### config.mk
export PLATFORM = sky130hd
export DESIGN_NAME = fetch_stage
export DESIGN_NICKNAME = d
export VERILOG_FILES = /design/src/rtl/mips_pkg.sv /design/src/rtl/ifid_reg.sv /design/src/rtl/fetch_stage.sv
export SDC_FILE = /design/constraint.sdc
export NUM_CORES = 1
export LEC_CHECK = 0
export CELL_PAD_IN_SITES_DETAIL_PLACEMENT = 1
export CELL_PAD_IN_SITES_GLOBAL_PLACEMENT = 2
export CORE_UTILIZATION = 28
export DETAILED_ROUTE_END_ITERATION = 8
export PLACE_DENSITY = 0.83
export SLEW_MARGIN = 20
export SYNTH_ARGS = -nofsm -noshare
export SYNTH_HDL_FRONTEND = slang
export SYNTH_SLANG_ARGS = --single-unit
### constraint.sdc
create_clock -name clk -period 2.9 [get_ports clk]
set_input_delay 0.58 -clock clk [delete_from_list [all_inputs] [get_ports clk]]
set_output_delay 0.58 -clock clk [all_outputs]
set_load 0.03 [all_outputs]
### src/rtl/mips_pkg.sv
// Shared MIPS core definitions: fetch FSM states and fetch constants.
package mips_pkg;

    localparam int unsigned XLEN = 32;

    typedef enum logic [0:0] {
        FETCH = 1'b0,
        HOLD  = 1'b1
    } fetch_state_t;

    localparam logic [XLEN-1:0] NOP_INSTR        = 32'h0000_0000;
    localparam logic [XLEN-1:0] DEFAULT_RESET_PC = 32'h0000_0000;

endpackage

### src/rtl/ifid_reg.sv
// IF/ID pipeline register with load, hold and bubble controls.
// Bubble takes priority over load; neither asserted means hold.
module ifid_reg
    import mips_pkg::*;
(
    input  logic            clk,
    input  logic            rst,
    input  logic            load,
    input  logic            bubble,
    input  logic [XLEN-1:0] instr_in,
    input  logic [XLEN-1:0] pc_plus4_in,
    output logic [XLEN-1:0] instr,
    output logic [XLEN-1:0] pc_plus4,
    output logic            valid
);

    // Register update: reset/bubble, load a real instruction, or hold
    always_ff @(posedge clk) begin
        if (!rst || bubble) begin
            instr    <= NOP_INSTR;
            pc_plus4 <= '0;
            valid    <= 1'b0;
        end else if (load) begin
            instr    <= instr_in;
            pc_plus4 <= pc_plus4_in;
            valid    <= 1'b1;
        end
    end

endmodule

### src/rtl/fetch_stage.sv
// Fetch stage of the five-stage MIPS core: PC register, imem req/valid
// handshake, hold buffer for stalled responses, and flush redirection
// for fetches still outstanding when the flush arrives.
// Optional macro FETCH_PERF_EN adds wait/kill performance counters.
module fetch_stage
    import mips_pkg::*;
#(
    parameter logic [XLEN-1:0] RESET_PC = DEFAULT_RESET_PC
) (
    input  logic            clk,
    input  logic            rst,
    input  logic [XLEN-1:0] npc,
    input  logic            stallD,
    input  logic            flushD,
    output logic            imem_req,
    output logic [XLEN-1:0] imem_addr,
    input  logic [XLEN-1:0] imem_rdata,
    input  logic            imem_valid,
    output logic [XLEN-1:0] pcF,
    output logic [XLEN-1:0] pc_plus4F,
    output logic            imem_stall,
    output logic [XLEN-1:0] instrD,
    output logic [XLEN-1:0] pc_plus4D,
    output logic            validD
`ifdef FETCH_PERF_EN
    ,
    output logic [XLEN-1:0] perf_wait_cnt,
    output logic [XLEN-1:0] perf_kill_cnt
`endif
);

    fetch_state_t    state, state_next;
    logic [XLEN-1:0] pc_q, pc_next;
    logic [XLEN-1:0] hold_instr, hold_pc4;
    logic            hold_load;
    logic [XLEN-1:0] redir_pc, redir_pc_next;
    logic            redir_pend, redir_pend_next;
    logic            ifid_load, ifid_bubble;
    logic [XLEN-1:0] ifid_instr_in, ifid_pc4_in;
    logic            resp;
    logic            flush_eff;

    assign imem_req   = (state == FETCH) & rst;
    assign imem_addr  = pc_q;
    assign pcF        = pc_q;
    assign pc_plus4F  = pc_q + XLEN'(4);
    assign imem_stall = imem_req & ~imem_valid;
    assign resp       = imem_req & imem_valid;
    assign flush_eff  = flushD & ~stallD;

    // State, PC and redirect registers
    always_ff @(posedge clk) begin
        if (!rst) begin
            state      <= FETCH;
            pc_q       <= RESET_PC;
            redir_pc   <= RESET_PC;
            redir_pend <= 1'b0;
        end else begin
            state      <= state_next;
            pc_q       <= pc_next;
            redir_pc   <= redir_pc_next;
            redir_pend <= redir_pend_next;
        end
    end

    // Hold buffer: captures a response that decode cannot take yet
    always_ff @(posedge clk) begin
        if (!rst) begin
            hold_instr <= NOP_INSTR;
            hold_pc4   <= '0;
        end else if (hold_load) begin
            hold_instr <= imem_rdata;
            hold_pc4   <= pc_plus4F;
        end
    end

    // Next-state, PC, redirect and IF/ID control decisions
    always_comb begin
        state_next      = state;
        pc_next         = pc_q;
        redir_pc_next   = redir_pc;
        redir_pend_next = redir_pend;
        hold_load       = 1'b0;
        ifid_load       = 1'b0;
        ifid_bubble     = 1'b0;
        ifid_instr_in   = imem_rdata;
        ifid_pc4_in     = pc_plus4F;

        case (state)
            FETCH: begin
                if (redir_pend) begin
                    // Outstanding fetch is stale; its response is dropped
                    if (!stallD) ifid_bubble = 1'b1;
                    if (resp) begin
                        redir_pend_next = 1'b0;
                        pc_next         = flush_eff ? npc : redir_pc;
                    end else if (flush_eff) begin
                        redir_pc_next = npc;
                    end
                end else if (resp) begin
                    if (flush_eff) begin
                        ifid_bubble = 1'b1;
                        pc_next     = npc;
                    end else if (!stallD) begin
                        ifid_load = 1'b1;
                        pc_next   = npc;
                    end else begin
                        hold_load  = 1'b1;
                        state_next = HOLD;
                    end
                end else begin
                    if (!stallD) ifid_bubble = 1'b1;
                    if (flush_eff) begin
                        redir_pc_next   = npc;
                        redir_pend_next = 1'b1;
                    end
                end
            end
            HOLD: begin
                ifid_instr_in = hold_instr;
                ifid_pc4_in   = hold_pc4;
                if (flush_eff) begin
                    ifid_bubble = 1'b1;
                    pc_next     = npc;
                    state_next  = FETCH;
                end else if (!stallD) begin
                    ifid_load  = 1'b1;
                    pc_next    = npc;
                    state_next = FETCH;
                end
            end
            default: state_next = FETCH;
        endcase
    end

    ifid_reg u_ifid (
        .clk         (clk),
        .rst         (rst),
        .load        (ifid_load),
        .bubble      (ifid_bubble),
        .instr_in    (ifid_instr_in),
        .pc_plus4_in (ifid_pc4_in),
        .instr       (instrD),
        .pc_plus4    (pc_plus4D),
        .valid       (validD)
    );

`ifdef FETCH_PERF_EN
    logic kill;

    // A fetched word is discarded by a pending redirect, a flush on completion, or a flush in HOLD
    assign kill = (resp & (redir_pend | flush_eff)) | ((state == HOLD) & flush_eff);

    // Wrapping performance counters
    always_ff @(posedge clk) begin
        if (!rst) begin
            perf_wait_cnt <= '0;
            perf_kill_cnt <= '0;
        end else begin
            if (imem_stall) perf_wait_cnt <= perf_wait_cnt + XLEN'(1);
            if (kill)       perf_kill_cnt <= perf_kill_cnt + XLEN'(1);
        end
    end
`endif

endmodule

==> reports/metrics.cfg <==
[global_routing]
grt_pass1_wl_mm = 48.1
grt-ovfl-total = 0
grt_start_max_net_pins = 129
grt_use_total = 0.200
grt_pass1_vias = 8346
antenna_found_initial = 0

[sta]
clock.fmax_ghz = 0.346
fin_crit_ns = 2.89
worst_pin_slew_ns = 0.797
period_share = 0.998
skew_ns = 0.0158
rsz0062_at_grt = yes
setup_viol = 0
drv_slew = 0
worst_slew_margin_rel = 0.468
hold_viol = 0
worst_slack_ns = 0.00699

[cts]
clock_path_buffers = 2
cts_max_level = 4
clk_latency_ns = 0.45
clk_pin_slew_ns = 0.07
cts-buffers-inserted = 17
cts_tree = done
cts_num_sinks = 195
cts_root_buf = clkbuf_16

[power]
cellLeakagePower_uw = 0.00476
power_density_nw_per_um2 = 524
ir_drop_mv = 0.415

[synth]
synth_area_um2 = 8560
syn_area_per_cell_um2 = 8.22
netlist-cell-type-count = 50
yosys.area.top_type = dfxtp_1
synthTopCellsByCount = 195 x dfxtp_1, 178 x nand2_1, 92 x nand3_1
synth_top_family_by_area = simple AND/OR/NAND/NOR gates
yosys.area_share.simple = 0.214
synthArstFlopShare = 0
synthAdderAreaFrac = 0.00146
synth_nets = 1112
synthFlopType = dfxtp_1
yosys_register_bits = 195
yosysSeqAreaShare = 0.456
synth-xor-area-share = 0.0266
yosysMostFrequentCell = dfxtp_1
netlist_instances = 1042
synth_area_leaders = dfxtp_1 46%, nand2_1 7.8%, nand3_1 5.4%, mux2i_1 4.7%, o21ai_0 3.3%
synth_mux_area_frac = 0.0468
synth_edf_count = 0
synth-compound-area-share = 0.178
synth_warnings = 0
yosysTopAreaCellShare = 0.456

[detailed_routing]
drtAntennaViolNets = 0
wl_mm = 31.7
dr.pass1.iters = 4
drt-initial-drc-count = 457
post_drt_wl_per_cell_um = 19.2
vias = 8286
vias_per_cell = 5.02
drcViolationCount = 0

[setup_path]
crit_chain = ha_4 -> nand3_4 -> or3_4 -> buf_12 -> nor4_4 -> xnor2_2 -> inv_2 -> buf_12
arrival_ns = 2.31
critPathSlowestCell = or3_4
endpoint = pc_plus4F[26]
cp-end-kind = output port
reg2reg_depth = 6
cpMostUsedCell = buf_12
startpoint = imem_addr[3]
max_stage_delay_ns = 0.44
critPathKind = flip-flop to output port
r2r_slack_ns = 0.66
critPathLaunchType = flip-flop
critPathRequiredTime_ns = 2.32
r2r_end = u_ifid.pc_plus4[10]
rr_startpoint = state
worstPathMaxFanout = 5

[outcome]
status = complete, no violations

[final_layout]
fin_util = 0.414
layout.area.seq_um2 = 3950
area_delta_synth_final_pct = 44.3
multi_input_area_um2 = 4240
num-fill-cells = 3483
antennaDiodeCount = 0
nNetsFinal = 1320
drive_gt1_frac = 0.158
stdcell_count = 1652

[die]
rows = 63
die_x_um = 177
dieArea_um2 = 31300
start_util = 0.287
io_pins = 232
fp.coreArea_um2 = 29900
die_h_um = 177

[min_path]
hold_path.class = flip-flop to flip-flop

[placed_design]
dpl_worst_slack_ns = 0.256
hpwl_mm = 21.5
gp_congestion = 0.821
dp_cells = 1600
port_buffers = 231

[flow_run]
max-cap-violations = 0

-- final cells by class --
class / instances / share of cell area
clock buffers: 18 / 0.0347
inverters: 24 / 0.00729
well taps: 390 / 0.0395
repair buffers: 306 / 0.246
clock inverters: 13 / 0.0102
multi-input cells: 706 / 0.343
flip-flops and latches: 195 / 0.320
-- critical path: cells and delay by family (launching register included) --
| family | cells | cell delay, ns |
|---|---|---|
| xor gates and xnor gates | 1 | 0.17 |
| adders and majority gates | 1 | 0.16 |
| buffers and inverters | 3 | 0.36 |
| DFF | 1 | 0.35 |
| and+or+nand+nor | 3 | 0.83 |
-- state kept, by name (all words and copies together) (netlist names) --
signal	flops
hold_pc4	32
imem_addr	32
redir_pc	32
state	1
u_ifid.instr	32
hold_instr	32
u_ifid.valid	1
u_ifid.pc_plus4	32
redir_pend	1
-- where the power goes --
group	switching (µW)	total [µW]	internal [µW]	leakage [µW]
clock	1140	2330	1200	0.000266
combinational	720	1240	518	0.00290
sequential	109	2900	2790	0.00160
-- per-layer routing --
layer  track usage  part of all wire  up-vias
met2         0.336              0.47      228
met4        0.0629             0.019        0
met5             0                 0        -
met3        0.0455             0.054       30
li1              -                 -     3994
met1         0.252              0.46     4034
-- repair_timing --
action                                  4_1_cts  5_1_grt
resized for setup                            29       39
pin swaps                                     9       14
cloned                                        0        0
endpoints found under the hold margin         0        0
endpoints found under the setup margin       20       16
setup buffers                                11       10
hold buffers                                  0        0
-- layout by cell type, fill, tap and decap left out, drive strengths merged, types with 4 or more instances in the layout --
cell           instances
nand2                178
a21boi                33
nor2                  56
o31ai                  6
a21oi                 51
inv                   30
and3                  13
dfxtp                195
a211oi                35
or2                    4
o211ai                 9
nor4                   7
clkbuf                18
buf                   98
mux2i                 40
o22ai                 40
nand3                 92
xor2                  12
nand4                 13
dlygate4sd2            5
or4                    4
clkdlybuf4s50        203
xnor2                 14
and2                   5
or3                    5
o21ai                 60
nor3                   5
-- worst min-delay path by stage --
| stage | slack [ns] | to | cells past startpoint | start |
|---|---|---|---|---|
| global route | 0.48 | hold_instr[1] | 2 | hold_instr[1] |
| detailed placement | 0.45 | hold_instr[27] | 2 | hold_instr[27] |
| finish | 0.45 | hold_instr[27] | 2 | hold_instr[27] |
| global placement | 0.44 | hold_pc4[15] | 2 | hold_pc4[15] |
| floorplan | 0.43 | hold_pc4[11] | 2 | hold_pc4[11] |
| CTS | 0.46 | hold_pc4[15] | 2 | hold_pc4[15] |
-- kinds of logic (layout without fill, tap and decap cells) --
family	Yosys count	in the layout
flops	195	195
xor+xnor	26	26
fa+ha+maj	1	1
compound gates	245	245
simple gates	394	394
mux	40	40
buf+inv	141	361
-- per-stage QoR --
| step | hold slack [ns] | cell area [µm²] | setup TNS, ns | power, µW |
|---|---|---|---|---|
| after floorplan | 0.430 | 8560 | 0 | 3590 |
| after global placement | 0.438 | 11400 | 0 | 4150 |
| after detailed placement | 0.448 | 11400 | 0 | 4160 |
| after CTS | 0.457 | 12100 | -0.275 | 6510 |
| after global routing | 0.481 | 12400 | -0.282 | 6710 |
| final | 0.455 | 12400 | 0 | 6470 |
(Power assumes the default switching activity.)
